`src/rtl/interrupt_controller_pkg.sv`:
```
// Shared types for the cpu32e2 interrupt controller: register map, FSM encodings
// and the nesting-mask helper.
package intcPkg;

  localparam int NUM_IDS = 16;

  typedef enum logic [2:0] {
    REG_PENDING    = 3'd0,
    REG_ENABLE     = 3'd1,
    REG_EDGE       = 3'd2,
    REG_IN_SERVICE = 3'd3,
    REG_EOI        = 3'd4,
    REG_STATUS     = 3'd5
  } reg_idx_e;

  typedef enum logic [1:0] {
    IDLE = 2'd0,
    REQ  = 2'd1,
    ACK  = 2'd2
  } req_state_e;

  typedef enum logic {
    BUS_IDLE  = 1'b0,
    READ_RESP = 1'b1
  } bus_state_e;

  // Mask of indices strictly below the lowest set bit; all ones when nothing is set.
  function automatic logic [NUM_IDS-1:0] below_lowest(input logic [NUM_IDS-1:0] v);
    logic [NUM_IDS-1:0] lowest;
    lowest = v & (~v + 16'd1);
    if (v == 16'd0) begin
      below_lowest = 16'hFFFF;
    end else begin
      below_lowest = lowest - 16'd1;
    end
  endfunction

endpackage

```
`src/rtl/intc_priority_select.sv`:
```
// Find-first-set over the eligible mask; index 0 has the highest priority.
module intc_priority_select
  import intcPkg::*;
(
  input  logic [NUM_IDS-1:0] eligible,
  output logic               valid,
  output logic [3:0]         id
);

  // Scan from the top down so the lowest set index is the last one written.
  always_comb begin
    valid = 1'b0;
    id    = 4'd0;
    for (int i = NUM_IDS - 1; i >= 0; i--) begin
      valid = valid | eligible[i];
      id    = eligible[i] ? 4'(i) : id;
    end
  end

endmodule

```
`src/rtl/interrupt_controller.sv`:
```
// Memory-mapped interrupt controller: synchronises and latches external lines,
// selects the highest-priority eligible source and runs the CPU request handshake.
module interrupt_controller
  import intcPkg::*;
#(
  parameter int          NUM_SOURCES  = 16,
  parameter int          SYNC_STAGES  = 2,
  parameter logic [31:0] BASE_ADDRESS = 32'hFFFF_FF00
) (
  input  logic        clk,
  input  logic        reset,
  input  logic        read,
  input  logic        write,
  input  logic [3:0]  bwe,
  input  logic [31:0] address,
  input  logic [31:0] dataIn,
  output logic        waitRequest,
  output logic        readValid,
  output logic [31:0] dataOut,
  input  logic [15:0] irqSource,
  output logic        interruptRequest,
  output logic [3:0]  interruptIn,
  input  logic        interruptAcknowledge,
  input  logic [3:0]  interruptOut
);

  localparam logic [NUM_IDS-1:0] IMPL_MASK = 16'((33'd1 << NUM_SOURCES) - 33'd1);

  logic [NUM_IDS-1:0] sync_r [SYNC_STAGES];
  logic [NUM_IDS-1:0] prev_r;
  logic [NUM_IDS-1:0] pending_r, enable_r, edge_r, in_service_r;
  logic [NUM_IDS-1:0] pending_next_s, enable_next_s, edge_next_s, in_service_next_s;
  req_state_e         req_state_r, req_next_s;
  bus_state_e         bus_state_r, bus_next_s;
  logic [3:0]         int_id_r, id_next_s;
  logic               req_r, read_valid_r;
  logic [31:0]        data_out_r;

  logic               hit_s, wait_s, wr_s, rd_s, ack_s;
  reg_idx_e           reg_idx_s;
  logic [NUM_IDS-1:0] synced_s, rise_s, byte_mask_s, wdata_s, w1c_s;
  logic [NUM_IDS-1:0] ack_onehot_s, eoi_onehot_s, eligible_s;
  logic [15:0]        rd_data_s;
  logic               sel_valid_s;
  logic [3:0]         sel_id_s;
  logic               unused_s;

  assign unused_s = ^{bwe[3:2], address[1:0], dataIn[31:16]};

  assign hit_s       = (address[31:5] == BASE_ADDRESS[31:5]);
  assign reg_idx_s   = reg_idx_e'(address[4:2]);
  assign wait_s      = hit_s & (read | write) & (bus_state_r == READ_RESP);
  assign wr_s        = hit_s & write & (bus_state_r == BUS_IDLE);
  assign rd_s        = hit_s & read & ~write & (bus_state_r == BUS_IDLE);
  assign byte_mask_s = {{8{bwe[1]}}, {8{bwe[0]}}};
  assign wdata_s     = dataIn[15:0] & byte_mask_s;

  assign synced_s     = sync_r[SYNC_STAGES-1];
  assign rise_s       = synced_s & ~prev_r;
  assign ack_s        = (req_state_r == REQ) & interruptAcknowledge & (interruptOut == int_id_r);
  assign ack_onehot_s = ack_s ? (16'd1 << int_id_r) : 16'd0;
  assign eligible_s   = pending_r & enable_r & below_lowest(in_service_r);

  intc_priority_select u_select (
    .eligible (eligible_s),
    .valid    (sel_valid_s),
    .id       (sel_id_s)
  );

  // Synchroniser chain plus one history stage for rising-edge detection.
  always_ff @(posedge clk) begin
    if (reset) begin
      for (int s = 0; s < SYNC_STAGES; s++) begin
        sync_r[s] <= 16'd0;
      end
      prev_r <= 16'd0;
    end else begin
      sync_r[0] <= irqSource & IMPL_MASK;
      for (int s = 1; s < SYNC_STAGES; s++) begin
        sync_r[s] <= sync_r[s-1];
      end
      prev_r <= synced_s;
    end
  end

  // Register next-state: bus writes, source latching, ack set and EOI clear.
  always_comb begin
    w1c_s         = 16'd0;
    eoi_onehot_s  = 16'd0;
    enable_next_s = enable_r;
    edge_next_s   = edge_r;
    case (reg_idx_s)
      REG_PENDING: w1c_s = wr_s ? wdata_s : 16'd0;
      REG_ENABLE: begin
        if (wr_s) begin
          enable_next_s = ((enable_r & ~byte_mask_s) | wdata_s) & IMPL_MASK;
        end else begin
          enable_next_s = enable_r;
        end
      end
      REG_EDGE: begin
        if (wr_s) begin
          edge_next_s = ((edge_r & ~byte_mask_s) | wdata_s) & IMPL_MASK;
        end else begin
          edge_next_s = edge_r;
        end
      end
      REG_EOI: eoi_onehot_s = (wr_s & bwe[0]) ? (16'd1 << dataIn[3:0]) : 16'd0;
      default: w1c_s = 16'd0;
    endcase
    // Edge sources: a new rise beats both W1C and ack clear. Level sources track the line.
    pending_next_s = ((edge_r & ((pending_r & ~w1c_s & ~ack_onehot_s) | rise_s))
                    | (~edge_r & synced_s)) & IMPL_MASK;
    in_service_next_s = ((in_service_r & ~eoi_onehot_s) | ack_onehot_s) & IMPL_MASK;
  end

  // Request handshake next-state; the id is frozen once the request is raised.
  always_comb begin
    req_next_s = req_state_r;
    id_next_s  = int_id_r;
    case (req_state_r)
      IDLE: begin
        if (sel_valid_s) begin
          req_next_s = REQ;
          id_next_s  = sel_id_s;
        end else begin
          req_next_s = IDLE;
        end
      end
      REQ: begin
        if (ack_s) begin
          req_next_s = ACK;
        end else begin
          req_next_s = REQ;
        end
      end
      ACK:     req_next_s = IDLE;
      default: req_next_s = IDLE;
    endcase
  end

  // Bus next-state and read-data mux.
  always_comb begin
    bus_next_s = bus_state_r;
    rd_data_s  = 16'd0;
    case (bus_state_r)
      BUS_IDLE: begin
        if (rd_s) begin
          bus_next_s = READ_RESP;
        end else begin
          bus_next_s = BUS_IDLE;
        end
      end
      READ_RESP: bus_next_s = BUS_IDLE;
      default:   bus_next_s = BUS_IDLE;
    endcase
    case (reg_idx_s)
      REG_PENDING:    rd_data_s = pending_r;
      REG_ENABLE:     rd_data_s = enable_r;
      REG_EDGE:       rd_data_s = edge_r;
      REG_IN_SERVICE: rd_data_s = in_service_r;
      REG_STATUS:     rd_data_s = {9'd0, req_state_r, int_id_r, req_r};
      default:        rd_data_s = 16'd0;
    endcase
  end

  // State and output registers.
  always_ff @(posedge clk) begin
    if (reset) begin
      pending_r    <= 16'd0;
      enable_r     <= 16'd0;
      edge_r       <= 16'd0;
      in_service_r <= 16'd0;
      req_state_r  <= IDLE;
      bus_state_r  <= BUS_IDLE;
      int_id_r     <= 4'd0;
      req_r        <= 1'b0;
      read_valid_r <= 1'b0;
      data_out_r   <= 32'd0;
    end else begin
      pending_r    <= pending_next_s;
      enable_r     <= enable_next_s;
      edge_r       <= edge_next_s;
      in_service_r <= in_service_next_s;
      req_state_r  <= req_next_s;
      bus_state_r  <= bus_next_s;
      int_id_r     <= id_next_s;
      req_r        <= (req_next_s == REQ);
      read_valid_r <= rd_s;
      data_out_r   <= rd_s ? {16'd0, rd_data_s} : data_out_r;
    end
  end

  assign waitRequest      = wait_s;
  assign readValid        = read_valid_r;
  assign dataOut          = data_out_r;
  assign interruptRequest = req_r;
  assign interruptIn      = int_id_r;

endmodule

```
`config.mk`:
```
export PLATFORM = sky130hd
export DESIGN_NAME = interrupt_controller
export DESIGN_NICKNAME = d
export VERILOG_FILES = /design/src/rtl/interrupt_controller_pkg.sv /design/src/rtl/intc_priority_select.sv /design/src/rtl/interrupt_controller.sv
export SDC_FILE = /design/constraint.sdc
export NUM_CORES = 1
export LEC_CHECK = 0
export ABC_AREA = 1
export CORE_ASPECT_RATIO = 1.25
export CORE_MARGIN = 2
export CORE_UTILIZATION = 46
export DETAILED_ROUTE_END_ITERATION = 6
export GPL_TIMING_DRIVEN = 1
export MAX_ROUTING_LAYER = met4
export PLACE_DENSITY = 0.77
export SLEW_MARGIN = 20
export SYNTH_ARGS = -nofsm -noshare
export SYNTH_HDL_FRONTEND = slang
export SYNTH_SLANG_ARGS = --single-unit
```
`constraint.sdc`:
```
create_clock -name clk -period 1.64 [get_ports clk]
set_input_delay 0.328 -clock clk [delete_from_list [all_inputs] [get_ports clk]]
set_output_delay 0.328 -clock clk [all_outputs]
set_load 0.01 [all_outputs]
```
Word level (Yosys, flattened, before mapping). Memories as Yosys holds them, arrays and structs flattened. Index checks and enable logic that the tools add are counted.

ROM bits: 0. Memories: 1. Bits in latches: 0. Bits of input ports: 93. Register bits: 105. Logic and storage cells: 118. Output and inout port bits: 39. Memory bits (writable): 32.

Memories: sync_r (words 2, bits a word 16, rd ports 2, clocked after memory_dff 0, wr ports 2, RTL line interrupt_controller.sv:29) `logic [NUM_IDS-1:0] sync_r [SYNC_STAGES];`.

Shifts and indexed selects: 2. Add/subtract/negate cells: 2. Mux-type cells: 33. Equal/unequal tests: 9. Multiply operators: 0. Reduce and logical (&&, ||, !) cells: 6. Magnitude comparators: 0. Div/mod/pow operators: 0. Bitwise gates (word level): 54.

Operators with widths (count): $and 16x16->16 (12); $mux 16 (8); $not 16->16 (7); $or 16x16->16 (5); $pmux 16 s5 (1); $mux 4 (16); $shl 1x4->16 const A (2); $eq 27x27->1 const B (1); $or 1x1->1 (18); $add 16x1->16 const B (1); $logic_not 16->1 (1); $sub 16x1->16 const B (1); $and 1x1->1 (10); $eq 3x2->1 const B (2); $eq 3x3->1 const B (2); $reduce_and 2->1 (3); $mux 1 (5); $eq 2x1->1 const B (2); $eq 4x4->1 (1); $pmux 2 s2 (1); $eq 3x1->1 const B (1); $logic_not 3->1 (1); $logic_not 2->1 (1); $mux 2 (1); other kinds (2) (3).

Depth between registers and ports, before layout.
Word-level depth: 24. Depth in mapped cells: 21. Depth with buffers taken out: 21.

Modules after synthesis. From an unflattened synthesis, not the netlist that was laid out.

Cells, all modules: 988. Area, all modules: 6515.0 µm².

By module, submodules not included: interrupt_controller (seq. area each 2742.6 µm², times used 1, cells an instance 939, area each 6306.0 µm²); intc_priority_select (seq. area each 0.0 µm², times used 1, cells an instance 49, area each 209.0 µm²).

Worst setup path before layout. OpenSTA, ideal clock, no wires.

Kind: input to register. Start: in address[8]. End: reg (tool-made name). Path buffers: 1. Data required time: 1497 ps. Library setup time: 143 ps. Setup slack: -141 ps. Stages: 13. Arrival: 1638 ps. Path through: inv_2 nor2_1 nand2_1 nor4_1 and3_1 nand2_1 nor2_4 inv_4 nor2_8 nand2_2 buf_6 nor2_1 a211oi_2.

RTL lines: from (decl) (RTL line interrupt_controller.sv:15) `input logic [31:0] address,`.

Worst setup path after layout.
Start: reg in_service_r[1]. End: reg int_id_r[0] (netlist: interruptIn[0]).

Cells in the longest elaborated chain, start to end: 22. Elaborated cells between the ends (all ways): 39. Classes of those cells: add/sub (2); mux (17); bitwise (18); reduce/logical (2).

Ends and longest elaborated chain: from (decl) (RTL line interrupt_controller.sv:31) `logic [NUM_IDS-1:0] pending_r, enable_r, edge_r, in_service_r;`; from (signal assigned) (RTL line interrupt_controller.sv:184) `in_service_r <= in_service_next_s;`; $not 16->16 (RTL line interrupt_controller_pkg.sv:30) `lowest = v & (~v + 16'd1);`; $add 16x1->16 (RTL line interrupt_controller_pkg.sv:30); $and 16x16->16 (RTL line interrupt_controller_pkg.sv:30); $sub 16x1->16 (RTL line interrupt_controller_pkg.sv:34) `below_lowest = lowest - 16'd1;`; $mux 16 (*) (RTL line interrupt_controller_pkg.sv:31) `if (v == 16'd0) begin`; $and 16x16->16 (*) (RTL line interrupt_controller.sv:62) `assign eligible_s = pending_r & enable_r & below_lowest(in_service_r);`; $mux 4 or $or 1x1->1 (tied branches) (15 in series) (RTL line intc_priority_select.sv:16, intc_priority_select.sv:15); $mux 4 or $reduce_and 2->1 (tied branches); to (signal assigned) (RTL line interrupt_controller.sv:187) `int_id_r <= id_next_s;`; to (decl) (RTL line interrupt_controller.sv:35) `logic [3:0] int_id_r, id_next_s;`.

Mark *: on every way between the ends. The rest lies on a longest branch, timed or not. A chain may end at the register's enable or synchronous reset.

==> results.cfg <==
[sta]
setup_ws_ns = -0.4656
tns_ns = -4.123
drv_slew = 0
fin_crit_ns = 2.106
setup_violations = 44
rsz0062_at_grt = yes
finalHoldViolations = 0
post-route-period-util = 1.284
worst_pin_slew_ns = 0.8019
clock_skew_ns = 0.008191
holdWs_ns = 0.2980
maxSlewHeadroom = 0.4604
fmax_mhz = 474.9

[status]
violations = negative setup slack
status = finished, violations left

[floorplan]
die_h_um = 131.9
dieArea_um2 = 14030
io_pins = 132
coreArea_um2 = 12720
rows = 46
die_w_um = 106.3
start_util = 0.4733

[cts]
clock-root-buffer = clkbuf_16
clock_latency_ns = 0.41
cts_buffer_depth = 2
path_clk_slew_ns = 0.06
cts_tree = built
htreeDepth = 4
cts_buffers = 17
cts.sinks = 137
ctsHoldBuffers = 0

[grt]
grt_max_degree = 50
grt_pass1_vias = 5963
overflow = 0
grt_pass1_wl_mm = 29.03
antenna_found_initial = 0
grt_use_total = 0.2712

[yosys]
netlist_area_um2 = 6021
yosysUniqueCellTypes = 40
syn_area_per_cell_um2 = 7.612
postSynthCellCount = 791
synth-seq-cells = 137
ys_seq_area_frac = 0.4555
yosysWarnings = 0

[layout]
drive_gt1_frac = 0.3157
antenna_cells = 0
stdcell_count = 1169
fin_nets = 1081
fin_area_um2 = 9159
syn_to_final_growth_pct = 52.12

[pwr]
irDropWorstVdd_v = 0.0005679
p_leak_nw = 4.023
p_per_area_nw_per_um2 = 861.5

[detailed_routing]
ant_nets = 0
drc = 0
wirelength_mm = 19.63
wl_per_cell_um = 16.79
firstDrtPassIters = 6
drt_iter0_drc = 741
vias = 6440
vias_per_cell = 5.509

[placement]
dp_slack_ns = -0.9369
place_area_um2 = 7775
dp_cells = 1116
place_hpwl_mm = 13.08
numPortBuffers = 95
gp_congestion = 1.005

[flow_run]
maxCapViolCount = 0

[worst_setup_path]
r2r_setup_slack_ns = -0.47
crit_type = flop to flop
cp.required_ns = 1.98
critical_path.startpoint = in_service_r[1]
end_kind = flop
critPathLaunchType = flop
arrival_ns = 2.45
worstReg2RegStart = in_service_r[1]
cp_max_fo = 4

[hold_path]
holdCritStartpoint = reset
hold_class = input port to flop
[layout make-up]
type / instances / area, µm²
fillers: 881 / 3561
multi-input cells: 515 / 3233
flip-flops and latches: 137 / 2751
repair buffers: 207 / 1926
clock buffers: 19 / 452.9
inverters: 110 / 421.7
well taps: 168 / 210.2
clock inverters: 13 / 163.9
[cell usage after synthesis, drive strengths merged]
cell	count	area share
nand4	31	0.033
conb	1	0.00062
a21oi	42	0.036
xnor2	1	0.0015
nand2	113	0.073
o31ai	1	0.0012
o221ai	1	0.0015
o21ai	75	0.062
nand3	45	0.037
buf	24	0.030
nand3b	1	0.0012
a211oi	22	0.039
o211ai	1	0.0012
o2111ai	1	0.0015
a221oi	11	0.016
a31oi	2	0.0021
nor4	3	0.0031
nor3	19	0.024
clkbuf	21	0.013
and3	2	0.0021
nor2	111	0.077
inv	110	0.069
a22o	5	0.0073
o22ai	11	0.011
dfxtp	137	0.46
[layer usage]
metal / routed length (µm) / vias up / track usage
met1: 7414 / 2916 / 0.3078
li1: - / 3022 / -
met5: 0 / - / -
met4: 942 / 0 / 0.1257
met3: 1775 / 76 / 0.07514
met2: 9499 / 426 / 0.4412
[per-stage QoR]
step / power, W / util
5_1_grt: 0.008107 / 0.7200
3_3_place_gp: 0.003948 / 0.6113
2_1_floorplan: 0.003686 / -
4_1_cts: 0.007867 / 0.6829
3_5_place_dp: 0.003957 / 0.6113
6_report: 0.007890 / 0.7200
[cells by family (layout without fill, tap and decap cells)]
family                    after synthesis  count (layout)  share of synthesized area
and+or+nand+nor                       325             326                     0.2512
AOI/OAI and AO/OA                     172             172                     0.1791
buffers and inverters                 155             349                     0.1120
DFF                                   137             137                     0.4555
other                                   1              16                  0.0006228
xor gates and xnor gates                1               1                   0.001455
[what timing repair did]
item                       in CTS  in global routing
gates cloned                    3                  1
resized for setup             146                144
pin swaps                      36                 29
setup endpoints to repair      94                102
buffers inserted               11                  9
[critical path: stages, from the launching register on]
cell     delay (ns)
dfxtp_2        0.33
nor2_4         0.18
nand2_4        0.12
nor2_4         0.16
nand2_2        0.07
nor2_2         0.11
nand2_1        0.06
nand2_1        0.06
nand2_1        0.06
nand2_1        0.06
nand2_1        0.05
nand2_1        0.07
nand2_2        0.07
nand2_1        0.07
nand2_1        0.07
nand2_1        0.06
nand2_1        0.05
nand2_1        0.07
nand2_2        0.07
nand2_2        0.08
nand2_2        0.05
a21oi_2        0.13
[report_power, final]
part / internal (W) / switching [W] / leakage [nW] / total [W]
combinational: 0.000235 / 0.000277 / 2.61 / 0.000513
clock: 0.00249 / 0.00149 / 0.301 / 0.00397
sequential: 0.00339 / 0.0000200 / 1.12 / 0.00341
total: 0.00611 / 0.00178 / 4.02 / 0.00789
[final timing paths]
kind	to	cells after the start
max	interruptIn[0]	21
min	sync_r[0][25]	2
max reg2reg	interruptIn[0]	21
min reg2reg	sync_r[0][28]	2
[layout by cell type, fill, tap and decap left out, drive strengths merged]
cell / synthesis / final
a211oi: 22 / 22
a21oi: 42 / 42
a221oi: 11 / 11
a22o: 5 / 5
a31oi: 2 / 2
and3: 2 / 2
buf: 24 / 128
bufinv: 0 / 3
clkbuf: 21 / 21
clkdlybuf4s50: 0 / 42
clkinv: 0 / 4
clkinvlp: 0 / 3
conb: 1 / 16
dfxtp: 137 / 137
dlygate4sd2: 0 / 16
dlymetal6s2s: 0 / 19
inv: 110 / 113
nand2: 113 / 114
nand3: 45 / 45
nand3b: 1 / 1
nand4: 31 / 31
nor2: 111 / 111
nor3: 19 / 19
nor4: 3 / 3
o2111ai: 1 / 1
o211ai: 1 / 1
o21ai: 75 / 75
o221ai: 1 / 1
o22ai: 11 / 11
o31ai: 1 / 1
xnor2: 1 / 1
(Power assumes the default switching activity.)
